<file path="config.mk">
export PLATFORM = sky130hd
export DESIGN_NAME = sid_bus_initiator
export DESIGN_NICKNAME = d
export VERILOG_FILES = /design/src/rtl/sid_bus_initiator.sv
export SDC_FILE = /design/constraint.sdc
export NUM_CORES = 1
export LEC_CHECK = 0
export BUFFER_PORTS_ARGS = -buffer_cell sky130_fd_sc_hd__buf_2
export CELL_PAD_IN_SITES_DETAIL_PLACEMENT = 0
export CELL_PAD_IN_SITES_GLOBAL_PLACEMENT = 2
export CORE_MARGIN = 2
export CORE_UTILIZATION = 40
export CTS_CLUSTER_SIZE = 40
export DETAILED_ROUTE_END_ITERATION = 12
export PLACE_DENSITY = 0.79
export SYNTH_ARGS = -nofsm -noshare
export SYNTH_HDL_FRONTEND = slang
export SYNTH_SLANG_ARGS = --single-unit
export TNS_END_PERCENT = 100
</file>
<file path="constraint.sdc">
create_clock -name clk -period 5.3 [get_ports clk]
set_input_delay 0.265 -clock clk [delete_from_list [all_inputs] [get_ports clk]]
set_output_delay 0.265 -clock clk [all_outputs]
set_load 0.01 [all_outputs]
</file>
<file path="src/rtl/sid_bus_initiator.sv">
// sid_bus_initiator: buffers host register requests in a small FIFO and
// issues at most one chip-select access per SID bus cycle (phi2_tick) on
// the cs/we/oe bus of the SID core.
// Build option: define SID_BUS_READ_EN to execute read requests. Without
// it, reads are accepted and dropped at pop, and the read strobe and
// response outputs are tied low.
module sid_bus_initiator #(
    parameter int FIFO_DEPTH = 8
) (
    input  logic       clk,
    input  logic       res,
    input  logic       phi2_tick,
    input  logic       req_valid,
    output logic       req_ready,
    input  logic       req_we,
    input  logic [4:0] req_addr,
    input  logic [7:0] req_data,
    output logic       bus_cs,
    output logic       bus_we,
    output logic       bus_oe,
    output logic [4:0] bus_addr,
    output logic [7:0] bus_data,
    input  logic [7:0] bus_data_i,
    output logic       rsp_valid,
    output logic [7:0] rsp_data,
    output logic       busy
);
    localparam int PTR_W = (FIFO_DEPTH > 1) ? $clog2(FIFO_DEPTH) : 1;
    localparam int CNT_W = PTR_W + 1;

    typedef struct packed {
        logic       we;
        logic [4:0] addr;
        logic [7:0] data;
    } req_t;

`ifdef SID_BUS_READ_EN
    typedef enum logic [2:0] {ST_IDLE, ST_ARMED, ST_DRIVE, ST_CAPTURE, ST_RECOVER} state_t;
`else
    typedef enum logic [2:0] {ST_IDLE, ST_ARMED, ST_DRIVE, ST_RECOVER} state_t;
`endif

    req_t             fifo_mem [FIFO_DEPTH];
    logic [PTR_W-1:0] wr_ptr_q, wr_ptr_d;
    logic [PTR_W-1:0] rd_ptr_q, rd_ptr_d;
    logic [CNT_W-1:0] count_q, count_d;
    req_t             head;
    logic             push;
    logic             issue;
    logic             drop;
    logic             pop;

    state_t           state_q;
    logic             bus_cs_q;
    logic             bus_we_q;
    logic [4:0]       bus_addr_q;
    logic [7:0]       bus_data_q;
`ifdef SID_BUS_READ_EN
    logic             bus_oe_q;
    logic             rsp_valid_q;
    logic [7:0]       rsp_data_q;
`endif

    // Handshake, head-of-queue decode and next pointer/fill values
    always_comb begin
        // NOTE: every signal gets a default first so no path leaves one unassigned (no latches).
        head      = fifo_mem[rd_ptr_q];
        req_ready = (count_q < CNT_W'(FIFO_DEPTH));
        push      = req_valid && req_ready;
        issue     = 1'b0;
        drop      = 1'b0;
        if (state_q == ST_ARMED && count_q != '0) begin
`ifdef SID_BUS_READ_EN
            issue = phi2_tick;
`else
            // Reads are retired without waiting for a bus cycle.
            issue = phi2_tick && head.we;
            drop  = !head.we;
`endif
        end
        pop      = issue || drop;
        wr_ptr_d = push ? wr_ptr_q + PTR_W'(1) : wr_ptr_q;
        rd_ptr_d = pop  ? rd_ptr_q + PTR_W'(1) : rd_ptr_q;
        case ({push, pop})
            2'b10:   count_d = count_q + CNT_W'(1);
            2'b01:   count_d = count_q - CNT_W'(1);
            default: count_d = count_q;
        endcase
    end

    // Request storage
    // NOTE: the array has no reset; an entry is only read after it was written, and the fill counter is what gets cleared.
    always_ff @(posedge clk) begin
        if (push) begin
            fifo_mem[wr_ptr_q] <= {req_we, req_addr, req_data};
        end
    end

    // FIFO pointers and fill counter
    always_ff @(posedge clk or posedge res) begin
        if (res) begin
            wr_ptr_q <= '0;
            rd_ptr_q <= '0;
            count_q  <= '0;
        end else begin
            wr_ptr_q <= wr_ptr_d;
            rd_ptr_q <= rd_ptr_d;
            count_q  <= count_d;
        end
    end

    // Bus access sequencer with registered strobes and response
    // NOTE: sequential state uses non-blocking assignments so every register samples pre-edge values.
    always_ff @(posedge clk or posedge res) begin
        if (res) begin
            state_q     <= ST_IDLE;
            bus_cs_q    <= 1'b0;
            bus_we_q    <= 1'b0;
            bus_addr_q  <= '0;
            bus_data_q  <= '0;
`ifdef SID_BUS_READ_EN
            bus_oe_q    <= 1'b0;
            rsp_valid_q <= 1'b0;
            rsp_data_q  <= '0;
`endif
        end else begin
            bus_cs_q    <= 1'b0;
            bus_we_q    <= 1'b0;
`ifdef SID_BUS_READ_EN
            bus_oe_q    <= 1'b0;
            rsp_valid_q <= 1'b0;
`endif
            case (state_q)
                ST_IDLE: begin
                    if (count_q != '0) state_q <= ST_ARMED;
                end
                ST_ARMED: begin
                    if (issue) begin
                        bus_addr_q <= head.addr;
                        bus_data_q <= head.data;
                        bus_cs_q   <= 1'b1;
                        bus_we_q   <= head.we;
`ifdef SID_BUS_READ_EN
                        bus_oe_q   <= !head.we;
`endif
                        state_q    <= ST_DRIVE;
                    end else if (drop) begin
                        // Fill after this pop excludes a same-cycle push; IDLE re-arms on it.
                        state_q <= (count_q > CNT_W'(1)) ? ST_ARMED : ST_IDLE;
                    end
                end
                ST_DRIVE: begin
`ifdef SID_BUS_READ_EN
                    state_q <= bus_we_q ? ST_RECOVER : ST_CAPTURE;
`else
                    state_q <= ST_RECOVER;
`endif
                end
`ifdef SID_BUS_READ_EN
                ST_CAPTURE: begin
                    rsp_data_q  <= bus_data_i;
                    rsp_valid_q <= 1'b1;
                    state_q     <= ST_RECOVER;
                end
`endif
                ST_RECOVER: begin
                    state_q <= (count_q != '0) ? ST_ARMED : ST_IDLE;
                end
                default: state_q <= ST_IDLE;
            endcase
        end
    end

    assign bus_cs   = bus_cs_q;
    assign bus_we   = bus_we_q;
    assign bus_addr = bus_addr_q;
    assign bus_data = bus_data_q;
    assign busy     = (state_q != ST_IDLE) || (count_q != '0);

`ifdef SID_BUS_READ_EN
    assign bus_oe    = bus_oe_q;
    assign rsp_valid = rsp_valid_q;
    assign rsp_data  = rsp_data_q;
`else
    logic unused_bus_data;
    assign unused_bus_data = ^bus_data_i;
    assign bus_oe    = 1'b0;
    assign rsp_valid = 1'b0;
    assign rsp_data  = 8'h00;
`endif

endmodule

</file>
## Word-level counts from Yosys, hierarchy flattened

Memories as Yosys holds them, arrays and structs flattened.
Cells that the tools add are included.

| storage, ports and cells | value |
|---|---|
| register bits | 28 |
| bits in writable memories | 112 |
| input bits | 26 |
| output and inout bits | 27 |
| word-level logic and storage cells | 49 |
| memories | 1 |

Memory list:

| memory | depth | bits a word | read ports | clocked after Yosys merged registers in | write ports | line | RTL |
|---|---|---|---|---|---|---|---|
| fifo_mem | 8 | 14 | 1 | 0 | 1 | 43 | `req_t fifo_mem [FIFO_DEPTH];` |

| operators by class | value |
|---|---|
| $add $sub $neg | 4 |
| order comparisons | 2 |
| eq/ne operators | 7 |
| mux-type cells | 15 |
| reduce and logical (&&, ||, !) cells | 12 |

Operators with widths:

| kind | number |
|---|---|
| $pmux 3 s4 | 1 |
| $mux 1 | 10 |
| $mux 3 | 3 |
| $pmux 4 s2 | 1 |
| $add 3x1->3 const B | 2 |
| $eq 3x2->1 const B | 2 |
| $add 4x1->4 const B | 1 |
| $gt 4x1->1 const B | 1 |
| $lt 4x4->1 const B | 1 |
| $reduce_and 2->1 | 2 |
| $reduce_bool 4->1 | 1 |
| $sub 4x1->4 const B | 1 |
| $eq 3x1->1 const B | 1 |
| $logic_and 1x1->1 | 3 |
| $logic_not 3->1 | 1 |
| $ne 3x3->1 const B | 1 |
| $reduce_bool 3->1 | 1 |
| $eq 2x1->1 const B | 1 |
| $eq 2x2->1 const B | 1 |
| $logic_or 1x1->1 | 2 |
| $ne 2x2->1 const B | 1 |
| $reduce_bool 2->1 | 1 |
| $logic_not 1->1 | 1 |

## Logic depth before layout (Yosys ltp)

Gate-level depths: netlist (run 1).

| depth | value |
|---|---|
| word-level depth | 6 |
| depth in mapped cells | 10 |
| depth with buffers taken out | 10 |

## Worst setup path before layout (run 1)

Ideal clock, no wire load.

| path | value |
|---|---|
| path type | reg2reg |
| start | register rd_ptr_q[0] |
| end | register count_q[3] |
| setup time | 80 ps |
| arrival | 2363 ps |
| required time | 5220 ps |
| slack | 2857 ps |
| cell stages (with the launch flop) | 11 |
| period minus slack after synthesis | 2443 ps |
| cells stage by stage | dfrtp_1 -> buf_6 -> buf_12 -> mux2i_1 -> mux4_2 -> o21ai_0 -> inv_1 -> ha_1 -> nand4b_1 -> a21oi_1 -> xnor2_1 |

| between the ends | value |
|---|---|
| longest elaborated chain between the ends | 6 |
| elaborated cells on any way between the ends | 10 |
| classes of those cells | eq/ne: 2; mux: 3; reduce/logical: 4; memory: 1 |

RTL lines:

| item | line | RTL |
|---|---|---|
| start, declared | 45 | `logic [PTR_W-1:0] rd_ptr_q, rd_ptr_d;` |
| start signal, assigned | 107 | `rd_ptr_q <= rd_ptr_d;` |
| $mem_v2 8x14 (*) | - |  |
| $logic_and 1x1->1 or $logic_not 1->1 (tied branches) | 77, 78 |  |
| $mux 1 | 72 | `if (state_q == ST_ARMED && count_q != '0) begin` |
| $logic_or 1x1->1 (*) | 81 | `pop = issue \|\| drop;` |
| net pop | 51 | `logic pop;` |
| $eq 2x1->1 or $eq 2x2->1 (tied branches) | 84 | `case ({push, pop})` |
| $pmux 4 s2 or $reduce_bool 2->1 (tied branches) | - |  |
| end signal, assigned | 108 | `count_q <= count_d;` |
| end, declared | 46 | `logic [CNT_W-1:0] count_q, count_d;` |

Mark *: on every way through the listed nets, which the timed path passes. The rest lies on a longest branch.
A chain may end at the register's enable or synchronous reset.

## Worst setup path in the final report (run 1)

| path | value |
|---|---|
| start | register rd_ptr_q[0] |
| end | register bus_addr_q[2], in the netlist bus_addr[2] |

| between the ends | value |
|---|---|
| longest elaborated chain between the ends | 4 |

RTL lines:

| item | line | RTL |
|---|---|---|
| $mem_v2 8x14 (*) | - |  |
| $logic_and 1x1->1 | 77 | `issue = phi2_tick && head.we;` |
| $mux 1 | 72 |  |
| $reduce_and 2->1 (no line) | - |  |
| end signal, assigned | 139 | `bus_addr_q <= head.addr;` |
| end, declared | 56 | `logic [4:0] bus_addr_q;` |

Mark *: on every way between the ends. The rest lies on a longest branch, timed or not.

==> summary.txt, run 1 <==
Placed design
  • Cell area after placement: 5920 um^2
  • PortBufs: 34
  • GP Congestion: 0.652
  • Hpwl dp: 5360 um
  • Placed Cells: 483

STA
  • Max_slew headroom: 28.7%
  • Setup Viol. Count Final: 0
  • Post-route minimum period: 3.02 ns
  • Setup Skew: 0.00780 ns
  • Fin Hold WS: 0.123 ns
  • Crit share post-route: 56.9%
  • RSZ-0062 raised after global routing: no
  • Slew at the pin with the worst max-slew slack: 1.07 ns
  • Final-report max-slew violation count: 0
  • Total negative setup slack: 0 ns
  • Fmax: 0.332 GHz
  • Endpoints failing hold: 0

Drt
  • Vias per cell: 4.99
  • DRT iter0 DRCs: 173
  • Antenna-violating nets left: 0
  • Remaining DRCs: 0
  • Total wire length: 9630 um
  • Routed wire per std cell: 18.7 um
  • Router iterations before antenna repair: 4
  • Vias post-DR: 2569

Setup path
  • Crit Path Max Fanout: 32
  • R2R Path Start: rd_ptr_q[0]$_DFFE_PP0P_
  • Worst reg2reg path endpoint: bus_addr[2]$_DFFE_PP0P_
  • Critical path depth in cells: 5
  • R2R cell count: 5
  • Cell Chain, Critical Path: buf_4 > mux2i_1 > mux4_2 > nor3b_4 > mux2_2
  • CP Buf/Inv Count: 1
  • Crit path kind: flip-flop to flip-flop
  • Critical-path top delay cell: nor3b_4
  • R2R setup slack: 2.28 ns
  • Crit-path max cell delay: 0.89 ns
  • Critical path startpoint: rd_ptr_q[0]$_DFFE_PP0P_
  • Worst Path Required: 5.59 ns
  • Startpoint Class: flip-flop
  • Top cell family by delay on the critical path: multiplexers
  • Worst setup EP type: flip-flop
  • Arr. time, crit path: 3.31 ns
  • CP endpoint: bus_addr[2]$_DFFE_PP0P_

Run
  • Max Cap Viol: 0

Power and ir drop
  • Int Pwr: 0.00260 W
  • Comb pwr share: 28.0%
  • Sw Ratio: 28.4%
  • Pleak: 2.30 nW
  • VDD IR max: 0.252 mV
  • NetSw: 0.00103 W
  • Power Dens Cells: 559 nW/um^2
  • Reg power frac: 41.5%
  • Clock Power Share: 30.5%

Clock tree
  • H-tree Lvls: 4
  • Post-CTS Resized: 0
  • TritonCTS buffer count: 17
  • Clock Path Buffers: 2
  • Setup Fix Bufs, Post-CTS: 0
  • CTS Root Cell: clkbuf_16
  • TritonCTS clock tree: yes
  • Clock slew at reported path FFs: 0.06 ns
  • Clock Latency Late Sink: 0.41 ns
  • # clock sinks: 139

Synthesis
  • Synth Cell Area: 5580 um^2
  • Post-synthesis async set-or-reset flop share: 19.4%
  • Synth area leaders: edfxtp_1, dfrtp_1, mux4_2
  • Post-synth top area cell: edfxtp_1
  • Post-Synthesis Cells: 277
  • Yosys reg bits: 139
  • Main synth FF type: edfxtp_1
  • Count leader, synth: edfxtp_1
  • Top post-synthesis cells by count: edfxtp_1, dfrtp_1, mux4_2, mux2_2, buf_4
  • EDFF count, synth: 112
  • Synthesized area per cell: 20.2 um^2
  • Register area share after synthesis: 72.3%
  • Top-area cell type share of the netlist area: 60.2%
  • Synth unique cells: 34
  • Synth Warn #: 0

Floorplanning
  • CORE AREA: 13800 um^2
  • Die Wd: 122 um
  • I/O pin cnt: 53
  • Starting density of the core: 40.5%
  • DIE HEIGHT: 122 um
  • Num rows: 43
  • Die area: 14900 um^2

GRT
  • Total track usage: 14.1%
  • Initial antenna violation count: 0
  • GR Overflow Total: 0
  • Largest net degree at the start of global routing: 33
  • First-pass GRT wire length: 14500 um
  • Vias in the first global route: 2624

Hold path
  • Hold Startpoint: req_data[6]
  • Worst Hold Class: input pin to flip-flop
  • Hold Path Depth: 1

Cells and area
  • FF+latch area: 4040 um^2
  • Fillers: 1175
  • Layout cells sized above 1: 37.3%
  • Nets: 355
  • Layout Cells excl Fill: 515
  • Final Util: 47.1%
  • Design Area, Final: 6490 um^2
  • Area Overhead vs Synth: 16.2%
  • Diode count: 0
  • Area of the multi-input gates: 1430 um^2

Run status
  • Status: completed
==> kinds of logic (layout without fill, tap and decap cells) <==
logic type                 after synthesis  in the layout  synth area share (%)
and+or+nand+nor                         30             30                  3.00
DFF                                    139            139                  72.3
AOI/OAI and AO/OA                        5              5                 0.538
other                                    1             10                0.0672
buffers and inverters                   28             77                  3.29
xor gates and xnor gates                 8              8                  1.25
muxes                                   60             60                  18.2
adders and majority gates                6              6                  1.34
==> per-layer routing <==
| metal | routed length, um | track usage, % |
|---|---|---|
| met1 | 4160 | 17.3 |
| met2 | 5000 | 23.7 |
| met3 | 369 | 4.07 |
| met4 | 100 | 5.10 |
| met5 | 0 | 0 |
==> through the flow <==
step / setup slack, ns / power, W
after floorplan: 2.86 / 0.00231
final: 2.28 / 0.00363
after detailed placement: 2.15 / 0.00256
after global routing: 2.02 / 0.00382
after CTS: 2.14 / 0.00367
after global placement: 2.18 / 0.00254
==> cell type report <==
| class | instances | share of cell area [%] |
|---|---|---|
| clock buffers | 18 | 6.61 |
| flip-flops and latches | 139 | 62.3 |
| repair buffers | 38 | 3.12 |
| inverters | 8 | 0.463 |
| multi-input cells | 119 | 22.1 |
| well taps | 180 | 3.47 |
| clock inverters | 13 | 1.99 |
==> power by group through the flow <==
stage | clock [W] | sequential (W) | combinational, W
2_1_floorplan | 0 | 0.00149 | 0.000815
3_3_place_gp | 0 | 0.00152 | 0.00102
3_5_place_dp | 0 | 0.00152 | 0.00104
4_1_cts | 0.00113 | 0.00151 | 0.00104
5_1_grt | 0.00117 | 0.00152 | 0.00112
6_report | 0.00111 | 0.00150 | 0.00101
==> how the worst min path moves through the flow <==
stage	endpoint	slack (ns)
floorplan	bus_addr[0]$_DFFE_PP0P_	0.32
global placement	rd_ptr_q[2]$_DFFE_PP0P_	0.38
detailed placement	rd_ptr_q[2]$_DFFE_PP0P_	0.38
CTS	fifo_mem[0][6]$_DFFE_PP_	0.12
global route	fifo_mem[0][6]$_DFFE_PP_	0.12
finish	fifo_mem[0][6]$_DFFE_PP_	0.12
==> cell usage in the layout, fill, tap and decap left out, drive strengths merged, types with 2 or more instances in the layout <==
| cell type | instances |
|---|---|
| dfrtp | 27 |
| bufinv | 2 |
| nor3b | 3 |
| clkbuf | 18 |
| conb | 10 |
| ha | 6 |
| nor2 | 9 |
| nand2 | 5 |
| nand2b | 3 |
| clkinvlp | 4 |
| clkinv | 7 |
| edfxtp | 112 |
| mux2i | 5 |
| mux4 | 27 |
| xnor2 | 6 |
| mux2 | 28 |
| buf | 37 |
| xor2 | 2 |
| nor3 | 3 |
| nand3 | 2 |
| inv | 8 |
| o21ai | 2 |
==> sequential cells by signal, indices dropped and copies added (netlist names) <==
signal	count
fifo_mem	112
bus_data	8
bus_addr	5
count_q	4
rd_ptr_q	3
wr_ptr_q	3
state_q	2
bus_cs	1
bus_we	1
==> what timing repair did <==
action	CTS	global route
endpoints found under the hold margin	27	0
endpoints found under the setup margin	0	0
hold buffers	1	0
No activity file was read; power rests on OpenSTA's default activity.
==> run 2, diff against run 1 <==
--- a/config.mk
+++ b/config.mk
@@ -5,14 +5,15 @@
 export SDC_FILE = /design/constraint.sdc
 export NUM_CORES = 1
 export LEC_CHECK = 0
+export ABC_AREA = 1
 export BUFFER_PORTS_ARGS = -buffer_cell sky130_fd_sc_hd__buf_2
 export CELL_PAD_IN_SITES_DETAIL_PLACEMENT = 0
 export CELL_PAD_IN_SITES_GLOBAL_PLACEMENT = 2
 export CORE_MARGIN = 2
-export CORE_UTILIZATION = 40
+export CORE_UTILIZATION = 36
 export CTS_CLUSTER_SIZE = 40
 export DETAILED_ROUTE_END_ITERATION = 12
-export PLACE_DENSITY = 0.79
+export PLACE_DENSITY = 0.83
 export SYNTH_ARGS = -nofsm -noshare
 export SYNTH_HDL_FRONTEND = slang
 export SYNTH_SLANG_ARGS = --single-unit
==> constraint.sdc (replaced) <==
create_clock -name clk -period 2.6 [get_ports clk]
set_input_delay 0.13 -clock clk [delete_from_list [all_inputs] [get_ports clk]]
set_output_delay 0.13 -clock clk [all_outputs]
set_load 0.01 [all_outputs]
==> summary.txt, run 2 <==
Floorplanning
  • DIE HEIGHT: 130 um (was 122 um)
  • Die Wd: 130 um (was 122 um)
  • Num rows: 46 (was 43)
  • I/O pin cnt: 53 (unchanged)
  • Die area: 16900 um^2 (was 14900 um^2)
  • CORE AREA: 15700 um^2 (was 13800 um^2)
  • Starting density of the core: 36.3% (was 40.5%)

Cells and area
  • Top reg by flops: fifo_mem (unchanged)
  • Nets: 582 (was 355)
  • Largest register FFs: 112 (unchanged)
  • Most common cell after layout, fill and taps aside: edfxtp_1 (unchanged)
  • Fillers: 1423 (was 1175)
  • Layout cells sized above 1: 15.1% (was 37.3%)
  • Area Overhead vs Synth: 19.5% (was 16.2%)
  • Most frequent cells in the layout: edfxtp_1, nand2_1, nor2_1, o21ai_0, buf_2 (was edfxtp_1, buf_2, dfrtp_1, mux4_2, mux2_2)
  • Area of the multi-input gates: 1410 um^2 (was 1430 um^2)
  • Design Area, Final: 6820 um^2 (was 6490 um^2)
  • FF+latch area: 4040 um^2 (about the same)
  • Diode count: 0 (unchanged)
  • Layout Cells excl Fill: 779 (was 515)

STA
  • Total negative setup slack: 0 ns (unchanged)
  • Setup Skew: 0.00668 ns (was 0.00780 ns)
  • Post-route minimum period: 2.10 ns (was 3.02 ns)
  • Fmax: 0.477 GHz (was 0.332 GHz)
  • Crit share post-route: 80.7% (was 56.9%)
  • Max_slew headroom: 30.7% (was 28.7%)
  • Final-report max-slew violation count: 0 (unchanged)
  • Fin Hold WS: 0.0931 ns (was 0.123 ns)
  • Endpoints failing hold: 0 (unchanged)
  • RSZ-0062 raised after global routing: no (unchanged)
  • Slew at the pin with the worst max-slew slack: 1.04 ns (was 1.07 ns)
  • Setup Viol. Count Final: 0 (unchanged)

Power and ir drop
  • VDD IR max: 1.07 mV (was 0.252 mV)
  • Power Dens Cells: 1140 nW/um^2 (was 559 nW/um^2)
  • Pleak: 2.71 nW (was 2.30 nW)

Clock tree
  • Clock Path Buffers: 2 (unchanged)
  • TritonCTS buffer count: 17 (unchanged)
  • Hold-fix buffers, CTS: 15 (was 1)
  • Setup Fix Bufs, Post-CTS: 0 (unchanged)
  • Clock slew at reported path FFs: 0.06 ns (about the same)
  • Clock Latency Late Sink: 0.41 ns (about the same)
  • Post-CTS Resized: 0 (unchanged)
  • H-tree Lvls: 4 (unchanged)
  • TritonCTS clock tree: yes (unchanged)
  • CTS Root Cell: clkbuf_16 (unchanged)
  • # clock sinks: 139 (unchanged)

Placed design
  • PortBufs: 34 (unchanged)
  • GP Congestion: 0.781 (was 0.652)
  • Hpwl dp: 7260 um (was 5360 um)
  • Placed Cells: 732 (was 483)
  • Cell area after placement: 6110 um^2 (was 5920 um^2)

Synthesis
  • Count leader, synth: edfxtp_1 (unchanged)
  • Synth Warn #: 0 (unchanged)
  • Synthesized area per cell: 11.7 um^2 (was 20.2 um^2)
  • Top post-synthesis cells by count: edfxtp_1, nand2_1, nor2_1, o21ai_0 (was edfxtp_1, dfrtp_1, mux4_2, mux2_2, buf_4)
  • Register area share after synthesis: 70.8% (was 72.3%)
  • Post-synthesis async set-or-reset flop share: 19.4% (unchanged)
  • Yosys reg bits: 139 (unchanged)
  • Top-area cell type share of the netlist area: 58.9% (was 60.2%)
  • Synth area leaders: edfxtp_1, dfrtp_1, nand2_1 (was edfxtp_1, dfrtp_1, mux4_2)
  • EDFF count, synth: 112 (unchanged)
  • Post-synth top area cell: edfxtp_1 (unchanged)
  • Main synth FF type: edfxtp_1 (unchanged)
  • Synth Cell Area: 5710 um^2 (was 5580 um^2)
  • Post-Synthesis Cells: 489 (was 277)
  • Synth unique cells: 25 (was 34)

Drt
  • Vias per cell: 4.71 (was 4.99)
  • DRT iter0 DRCs: 282 (was 173)
  • Routed wire per std cell: 15.5 um (was 18.7 um)
  • Antenna-violating nets left: 0 (unchanged)
  • Router iterations before antenna repair: 4 (unchanged)
  • Vias post-DR: 3670 (was 2569)
  • Total wire length: 12000 um (was 9630 um)
  • Remaining DRCs: 0 (unchanged)

Setup path
  • R2R cell count: 13 (was 5)
  • Crit path kind: flip-flop to flip-flop (unchanged)
  • Arr. time, crit path: 2.40 ns (was 3.31 ns)
  • Crit Path Max Fanout: 10 (was 32)
  • Worst Path Required: 2.91 ns (was 5.59 ns)
  • Worst setup EP type: flip-flop (unchanged)
  • Startpoint Class: flip-flop (unchanged)

Run
  • Max Cap Viol: 0 (unchanged)

GRT
  • Vias in the first global route: 3540 (was 2624)
  • Total track usage: 15.2% (was 14.1%)
  • GR Overflow Total: 0 (unchanged)
  • Initial antenna violation count: 0 (unchanged)
  • First-pass GRT wire length: 18500 um (was 14500 um)
  • Largest net degree at the start of global routing: 49 (was 33)

Run status
  • Status: completed (unchanged)

Hold path
  • Worst Hold Class: input pin to flip-flop (unchanged)
  • Hold Path Depth: 4 (was 1)
run 2: cell types whose count changed after synthesis, moves of 5 or more:
cell / before / now
nand2_1: 5 / 104
mux2_4: 7 / 0
buf_2: 2 / 8
o22ai_1: 0 / 27
mux2_2: 21 / 0
o21ai_0: 2 / 48
inv_1: 8 / 24
o21ai_1: 0 / 9
mux4_2: 23 / 0
nand3_1: 2 / 16
mux2i_1: 5 / 0
nor2_1: 9 / 64
run 2: cells by family (layout without fill, tap and decap cells):
kind of cell,count (synthesis),in the layout,synth area share (%)
AO/OA/AOI/OAI,87,87,8.22
XOR/XNOR,6,6,0.921
adder cells (fa/ha/maj),6,6,1.32
buffers and inverters,59,124,5.17
flip-flops,139,139,70.8
other,1,10,0.0657
AND/OR/NAND/NOR,191,191,13.5
run 2: layout make-up:
cell class	count	share of cell area (%)
inverter	26	1.43
tap	216	3.96
clock inverter	15	1.94
clock buffer	17	6.24
multi-input combinational	300	20.6
sequential	139	59.2
timing repair buffer	66	6.57
run 2: worst paths after layout:
path	startpoint	to	slack, ns
setup / recovery	rd_ptr_q[0]$_DFFE_PP0P_	count_q[3]$_DFFE_PP0P_	0.50
hold / removal	req_valid	wr_ptr_q[0]$_DFFE_PP0P_	0.09
setup reg to reg	rd_ptr_q[0]$_DFFE_PP0P_	count_q[3]$_DFFE_PP0P_	0.50
hold reg to reg	state_q[0]$_DFFE_PP0P_	state_q[1]$_DFFE_PP0P_	0.45
max in group asynchronous	res	rd_ptr_q[0]$_DFFE_PP0P_	1.44
min in group asynchronous	res	bus_data[2]$_DFFE_PP0P_	0.53
run 2: report_power, final:
group | total, W | internal (W) | switching [W]
clock network | 0.00223 | 0.00138 | 0.000850
registers | 0.00299 | 0.00281 | 0.000177
logic | 0.00256 | 0.000853 | 0.00171
run 2: critical path: stages (launching register included):
cell      delay (ns)
dfrtp_1         0.45
inv_2           0.18
nand2_1         0.07
nand2_1         0.06
nand2_1         0.06
nand3_2         0.07
nand3b_1        0.08
nand2_1         0.16
inv_1           0.11
ha_1            0.35
a21oi_1         0.15
nand2_1         0.08
xor2_1          0.13
inv_1           0.05
run 2: routing by layer:
| metal | GRT usage (%) | vias up | routed length, um | part of all wire (%) |
|---|---|---|---|---|
| met3 | 4.88 | 17 | 600 | 5.0 |
| met2 | 26.0 | 92 | 5970 | 50 |
| li1 | - | 1800 | - | - |
| met5 | 0 | - | 0 | 0 |
| met1 | 18.1 | 1761 | 5230 | 43 |
| met4 | 5.57 | 0 | 245 | 2.0 |
run 2: through the flow:
stage | setup WS, ns | power (W) | utilization [%]
6_report | 0.503 | 0.00779 | 43.4
5_1_grt | 0.253 | 0.00832 | 43.4
4_1_cts | 0.501 | 0.00787 | 43.4
3_5_place_dp | 0.519 | 0.00559 | 38.9
3_3_place_gp | 0.513 | 0.00551 | 38.9
2_1_floorplan | 0.647 | 0.00483 | -
